### config.mk
export PLATFORM = sky130hd
export DESIGN_NAME = matrix_vector_mac
export DESIGN_NICKNAME = d
export VERILOG_FILES = /design/src/rtl/mvm_pkg.sv /design/src/rtl/mvm_col_mac.sv /design/src/rtl/matrix_vector_mac.sv
export SDC_FILE = /design/constraint.sdc
export NUM_CORES = 1
export LEC_CHECK = 0
export ABC_AREA = 1
export CELL_PAD_IN_SITES_DETAIL_PLACEMENT = 1
export CELL_PAD_IN_SITES_GLOBAL_PLACEMENT = 1
export CORE_AREA = 4 4 199 220
export CTS_CLUSTER_SIZE = 25
export DETAILED_ROUTE_END_ITERATION = 8
export DIE_AREA = 0 0 203 224
export GPL_TIMING_DRIVEN = 0
export MAX_ROUTING_LAYER = met4
export PLACE_DENSITY_LB_ADDON = 0.1
export SLEW_MARGIN = 25
export SYNTH_ARGS = -nofsm -noshare
export SYNTH_HDL_FRONTEND = slang
export SYNTH_SLANG_ARGS = --single-unit
### constraint.sdc
create_clock -name clk -period 7.7 [get_ports clk]
set_clock_uncertainty 0.1 [all_clocks]
set_input_delay 1.54 -clock clk [delete_from_list [all_inputs] [get_ports clk]]
set_output_delay 1.54 -clock clk [all_outputs]
set_load 0.05 [all_outputs]
### src/rtl/mvm_pkg.sv
// rtl/mvm_pkg.sv - shared state type and width helper for matrix_vector_mac
package mvm_pkg;

  typedef enum logic [1:0] {IDLE, COMPUTE, DONE} state_t;

  // Smallest lane width that holds a full N-term dot product in either mode.
  function automatic int acc_width(input int n, input int data_w);
    return 2 * data_w + $clog2(n);
  endfunction

endpackage

### src/rtl/mvm_col_mac.sv
// rtl/mvm_col_mac.sv - N parallel extend-multiply-accumulate lanes, one column per cycle
module mvm_col_mac #(
  parameter int N      = 3,
  parameter int DATA_W = 8,
  parameter int ACC_W  = 18
) (
  input  logic                clk,
  input  logic                rst,
  input  logic                clear,
  input  logic                en,
  input  logic                signed_mode,
  input  logic [N*DATA_W-1:0] col_elems,
  input  logic [DATA_W-1:0]   v_elem,
  output logic [N*ACC_W-1:0]  acc
);

  logic signed [ACC_W-1:0] v_ext;
  assign v_ext = signed'({{(ACC_W-DATA_W){signed_mode & v_elem[DATA_W-1]}}, v_elem});

  for (genvar r = 0; r < N; r++) begin : g_lane
    logic [DATA_W-1:0]       m_elem;
    logic signed [ACC_W-1:0] m_ext;
    logic signed [ACC_W-1:0] prod;
    logic [ACC_W-1:0]        lane_acc;

    assign m_elem = col_elems[r*DATA_W +: DATA_W];
    assign m_ext  = signed'({{(ACC_W-DATA_W){signed_mode & m_elem[DATA_W-1]}}, m_elem});
    // Truncation to ACC_W is exact: the lane width covers the full product range.
    assign prod   = m_ext * v_ext;

    always_ff @(posedge clk or posedge rst) begin
      if (rst) begin
        lane_acc <= '0;
      end else if (clear) begin
        lane_acc <= '0;
      end else if (en) begin
        lane_acc <= lane_acc + prod;
      end
    end

    assign acc[r*ACC_W +: ACC_W] = lane_acc;
  end

endmodule

### src/rtl/matrix_vector_mac.sv
// rtl/matrix_vector_mac.sv - column-serial N x N matrix-vector multiplier with valid/ready handshakes
module matrix_vector_mac
  import mvm_pkg::*;
#(
  parameter int N      = 3,
  parameter int DATA_W = 8,
  parameter int ACC_W  = acc_width(N, DATA_W)
) (
  input  logic                  clk,
  input  logic                  rst,
  input  logic                  in_valid,
  output logic                  in_ready,
  input  logic                  signed_mode,
  input  logic [N*N*DATA_W-1:0] matrix,
  input  logic [N*DATA_W-1:0]   vector,
  output logic                  out_valid,
  input  logic                  out_ready,
  output logic [N*ACC_W-1:0]    result
);

  if (N < 2) begin : g_bad_n
    $error("matrix_vector_mac: N must be at least 2");
  end
  if (ACC_W < acc_width(N, DATA_W)) begin : g_bad_acc
    $error("matrix_vector_mac: ACC_W too small for overflow-free results");
  end

  localparam int CW = $clog2(N);

  state_t                state;
  logic [CW-1:0]         col;
  logic [N*N*DATA_W-1:0] mat_q;
  logic [N*DATA_W-1:0]   vec_q;
  logic                  mode_q;
  logic                  accept;
  logic [N*DATA_W-1:0]   col_elems;
  logic [DATA_W-1:0]     v_elem;

  assign in_ready = (state == IDLE);
  assign accept   = in_valid && in_ready;

  always_ff @(posedge clk or posedge rst) begin
    if (rst) begin
      state     <= IDLE;
      col       <= '0;
      mat_q     <= '0;
      vec_q     <= '0;
      mode_q    <= 1'b0;
      out_valid <= 1'b0;
    end else begin
      case (state)
        IDLE: begin
          if (accept) begin
            mat_q  <= matrix;
            vec_q  <= vector;
            mode_q <= signed_mode;
            col    <= '0;
            state  <= COMPUTE;
          end
        end
        COMPUTE: begin
          col <= col + 1'b1;
          if (col == CW'(N - 1)) begin
            state     <= DONE;
            out_valid <= 1'b1;
          end
        end
        DONE: begin
          if (out_ready) begin
            state     <= IDLE;
            out_valid <= 1'b0;
          end
        end
        default: state <= IDLE;
      endcase
    end
  end

  // Column mux: element (r, col) for every row, plus vector element col.
  always_comb begin
    col_elems = '0;
    for (int r = 0; r < N; r++) begin
      col_elems[r*DATA_W +: DATA_W] = mat_q[(r*N + int'(col))*DATA_W +: DATA_W];
    end
  end

  assign v_elem = vec_q[int'(col)*DATA_W +: DATA_W];

  mvm_col_mac #(
    .N      (N),
    .DATA_W (DATA_W),
    .ACC_W  (ACC_W)
  ) u_col_mac (
    .clk         (clk),
    .rst         (rst),
    .clear       (accept),
    .en          (state == COMPUTE),
    .signed_mode (mode_q),
    .col_elems   (col_elems),
    .v_elem      (v_elem),
    .acc         (result)
  );

endmodule

== Word level (Yosys, flattened, before mapping) ==
Cells that the tools add are included.
Storage, ports and cells
  input bits: 101
  register bits after elaboration: 156
  output and inout port bits: 56
  word-level logic and storage cells: 56
Cells by class
  add/sub/neg operators: 6
  $mul: 3
  shifts and indexed selects: 4
  bitwise logic cells: 4
  reduce and logical (&&, ||, !) cells: 9
  eq/ne operators: 6
  mux-type cells: 15
Operators with widths (number)
  $mux 18: 6
  $shiftx 72x6->8: 1
  $shiftx 72x7->8: 1
  $shiftx 72x8->8: 1
  $add 18x18->18: 3
  $mul 9x9->18: 3
  $shiftx 24x6->8: 1
  $mux 2: 4
  $pmux 2 s3: 1
  $reduce_and 3->1: 2
  $reduce_bool 2->1: 3
  $add 3x2->4 const A: 1
  $and 1x1->1: 4
  $eq 2x2->1 const B: 2
  $ne 2x2->1 const B: 2
  $pmux 2 s2: 1
  $reduce_and 2->1: 2
  $add 2x2->3 const A: 1
  $add 2x1->2 const B: 1
  $eq 2x1->1 const B: 1
  $logic_not 2->1: 1
  $mux 1: 2
  $ne 2x1->1 const B: 1
  $pmux 1 s2: 1
  $logic_and 1x1->1: 1

== Longest topological paths before layout ==
  depth in word-level cells: 7
  mapped depth: 32
  depth with buffers taken out: 29

== By module ==
A second synthesis with hierarchy kept.
Second synthesis, totals
  cells, all modules: 2569
  area, all modules: 19003.2 sq um
Modules (own cells, without submodules)
  mvm_col_mac: cells each 1829, seq. area each 1351.3 sq um, instances 1, area each 13804.5 sq um
  matrix_vector_mac: cells each 740, seq. area each 2552.4 sq um, instances 1, area each 5198.7 sq um

== Worst setup path after synthesis ==
OpenSTA, ideal clock, no wires.
  path kind: register to register
  start point: register col[0]
  end point: register u_col_mac.g_lane[0].lane_acc[17]
  cell stages (with the launch flop): 27
  arrival: 5121 ps
  data required time: 7482 ps
  library setup time: 118 ps
  setup slack: 2361 ps
  period minus slack after synthesis: 5339 ps
  path buffers: 2
  cell sequence: dfrtp_1 buf_6 inv_2 buf_6 o211ai_1 nand2_1 nor2_2 inv_1 nor2_1 inv_1 fa_1 inv_1 fa_1 fa_1 fa_1 inv_1 fa_1 inv_1 ha_1 nand2_1 nor2_1 nor3b_1 nand2_1 nand2_1 nand3_1 nand3_1 nand2_1
Between the ends
  word-level cells in the longest chain between the ends: 6
  elaborated cells between the ends (all ways): 8
  classes of those cells: add/sub: 1; mul: 1; shift: 2; mux: 2; bitwise: 2
RTL lines
  start: declaration: RTL line matrix_vector_mac.sv:31  | logic [CW-1:0] col;
  start signal: assignment: RTL line matrix_vector_mac.sv:62  | col <= col + 1'b1;
  $shiftx 72x6->8 or $shiftx 24x6->8 (tied branches): RTL line matrix_vector_mac.sv:83, matrix_vector_mac.sv:87
  $and 1x1->1, on equally long branches: RTL line mvm_col_mac.sv:27, mvm_col_mac.sv:18
  $mul 9x9->18 *: RTL line mvm_col_mac.sv:29  | assign prod = m_ext * v_ext;
  $add 18x18->18 *: RTL line mvm_col_mac.sv:37  | lane_acc <= lane_acc + prod;
  $mux 18 *: RTL line mvm_col_mac.sv:36  | end else if (en) begin
  $mux 18 *: RTL line mvm_col_mac.sv:34  | end else if (clear) begin
  end signal: assignment: RTL line mvm_col_mac.sv:37
  end: declaration: RTL line mvm_col_mac.sv:24  | logic [ACC_W-1:0] lane_acc;
Every way passes the cells marked *; elsewhere a longest branch is shown, timed or not. The select of a mux whose other input is x is not followed.
A chain may end at the register's enable or synchronous reset.

== Final worst setup path ==
  start point: register col[1]
  end point: register u_col_mac.g_lane[0].lane_acc[17]
Same word-level chain as after synthesis.

==> metrics.txt <==
die area 0.04547 sq mm; Reg2Reg Depth 24; # hold bufs at CTS 0; r2r setup slk 1.15 ns; GP Congestion 0.9210; Post-synth EDFFs 0; CTS Buf Count 17; status complete, no violations; Distinct cells, synth 42; sequential fraction of the synthesis area 21.05%; # IOs 157; Residual DRC 0; Final Hold Viols 0; post-CTS setup buffers 0; cell count after placement 3,111; Post-Synth XOR/XNOR Area 0.3306%; Vias 16,030; die span in y 224 um; busiest layer in global routing met2; Synth Area in Simple Gates 20.55%; pin count of the biggest net entering global routing 96; Avg WL per Cell 18.43 um; IO buf count 156; CP required 7.96 ns; compound-gate portion of the synthesized area 8.029%; DP HPWL 47,180 um; Period minus WS final 6.551 ns; Clock Tree Root clkbuf_16; CP Class register to register; Slew Limit Fails 0; Yosys reg bits 156; initial antenna violation count 2; Overall Global Routing Usage 26.91%; GR met3 Demand/Resource 3.272%; mux cell area share after synthesis 0%; clock insertion delay at the later pin of the skew report 0.48 ns; cells after synthesis 2,394; worst-case clock buffer depth 2; WP data arrival 6.81 ns; grt ovf 0; DR iter-0 viols 790; reg2reg end u_col_mac.g_lane[0].lane_acc[17]; Layout area overhead 15.39%; fin area 0.02140 sq mm; synthesized area 0.01854 sq mm; FMAX 152.7 MHz; critical path launch point type register; Max Cap Viol 0; Worst Path Max Fanout 10; Nets 3,065; clock-pin slew on the worst setup and hold paths 0.07 ns; Synth Net Count 2,889; crit path launch col[1]; RSZ-0062 raised after global routing no; core box area 0.04128 sq mm; first-pass GRT wire length 93,410 um; Async SR Flop Fraction 100.0%; post_cts resized 0; sequential cell area 0.003904 sq mm; slew margin rel. 39.11%; met1 Use GR 32.92%; min setup slack post-route 1.149 ns; Sum Neg Setup Slack 0 ns; multi-input logic area 0.01214 sq mm; YS warnings 0; worst hold path class register to register; M2 GR Usage 46.45%; Placed Area 0.02084 sq mm; # setup viols final 0; Starting Density 44.92%; Core Rows 78; Final Cycle Share 85.07%; Fillers 5,138; CTS tree done; final WL 57,950 um; Critical Path End Type register; H-tree level count 4; share of layout cells above drive strength 1 4.804%; vias in the first global route 17,540; combinational family with the most area after synthesis adder cells; worst hold stages 2; Final ANT Viol Nets 0; DIE WIDTH 203 um; DRT Pass-1 Iters 5; reg2reg start col[1]; Via density 5.099; Tightest Pin Transition 0.9134 ns; Mapped Avg Cell Area 7.746 sq um; Post-Synth Adder-Cell Area 36.58%; Sink Count 156; ys flop type dfrtp_1; Non-Filler Instances 3,144; worst slack, placed 1.209 ns; last element of the critical path u_col_mac.g_lane[0].lane_acc[17]
==> Yosys cell counts, types with 6 or more instances <==
library cell / count / area [sq um]
nand2_1: 775 / 2909
inv_1: 543 / 2038
fa_1: 247 / 4945
dfrtp_1: 156 / 3904
ha_1: 147 / 1839
nor2_1: 127 / 476.7
o21ai_0: 92 / 460.4
a21oi_1: 63 / 315.3
nand3_1: 45 / 225.2
o21ai_1: 24 / 120.1
clkbuf_1: 23 / 86.33
buf_2: 20 / 100.1
o22ai_2: 14 / 175.2
buf_6: 13 / 146.4
buf_4: 10 / 75.07
a22o_1: 9 / 78.83
inv_2: 9 / 33.78
o21ai_2: 9 / 78.83
o211ai_1: 6 / 45.04
o21bai_1: 6 / 45.04
==> final cells by class <==
| cell class | instances | area share, % |
|---|---|---|
| multi-input combinational | 1617 | 56.75 |
| buffer | 67 | 1.935 |
| inverter | 554 | 9.777 |
| antenna | 3 | 0.03508 |
| timing repair buffer | 157 | 7.426 |
| clock buffer | 19 | 2.023 |
| tap | 560 | 3.274 |
| clock inverter | 11 | 0.5321 |
| sequential | 156 | 18.24 |
==> metal layers <==
metal	share of wire, %	wire length (um)
met1	42	24400
met2	50	29210
met3	4.3	2473
met4	3.2	1865
met5	0	0
==> cell usage in the layout, fill, tap and decap left out, types with 3 or more instances in the layout <==
master / instances
nor2_2: 3
a21oi_1: 63
nor4_1: 4
nand2_2: 3
xor2_1: 4
o21ai_1: 24
buf_4: 10
inv_6: 4
nand2_1: 775
inv_1: 542
diode_2: 3
a32oi_2: 4
a21o_1: 4
nor2_1: 127
a22o_1: 9
ha_1: 147
nand3b_1: 4
xnor2_1: 3
o21ai_2: 9
fa_1: 247
or2_2: 4
nand3_1: 45
clkdlybuf4s50_1: 156
inv_2: 9
o21a_1: 4
clkbuf_16: 17
buf_2: 20
clkbuf_1: 23
o22ai_2: 14
nand4_1: 4
o21bai_1: 6
clkinv_4: 3
o21ai_0: 92
or2_0: 4
dfrtp_1: 156
buf_6: 13
o211ai_1: 6
==> metrics by stage <==
stage / hold WS, ns / util [%]
final: 0.3730 / 51.83
after global routing: 0.4007 / 51.83
after CTS: 0.3774 / 51.82
after detailed placement: 0.3586 / 50.49
after global placement: 0.3565 / 50.40
after floorplan: 0.3407 / -
==> worst min-delay path by stage <==
stage | from | to
4_1_cts | mat_q[19] | mat_q[19]
6_report | vec_q[6] | vec_q[6]
3_5_place_dp | vec_q[6] | vec_q[6]
2_1_floorplan | vec_q[0] | vec_q[0]
5_1_grt | mat_q[22] | mat_q[22]
3_3_place_gp | mat_q[43] | mat_q[43]
==> sequential cells by signal (all words and copies together), names as in the netlist <==
signal and count:
mode_q 1, vec_q 24, u_col_mac.g_lane.lane_acc 54, col 2, out_valid 1, mat_q 72, state 2
==> worst max-delay path: stages, from the launching register on <==
cell and delay [ns]:
dfrtp_1 0.38, buf_4 0.19, inv_6 0.11, buf_4 0.21
o21ai_0 0.14, o21ai_2 0.72, buf_4 0.37, nand2_1 0.10
fa_1 0.49, inv_1 0.20, fa_1 0.47, fa_1 0.50
fa_1 0.50, inv_1 0.06, fa_1 0.48, inv_1 0.04
ha_1 0.39, nand2_1 0.13, nor2_1 0.19, nor3b_1 0.20
nand2_1 0.08, nand2_1 0.12, nand3_1 0.10, nand3_1 0.09
nand2_1 0.06
==> logic make-up after synthesis <==
family	after synthesis
AND/OR/NAND/NOR	977
buffers and inverters	621
adder cells (fa/ha/maj)	394
AO/OA/AOI/OAI	239
flip-flops	156
XOR/XNOR	7
Power is not shown: default switching activity piles up to over one toggle a cycle in this logic, so the estimate is an artifact.
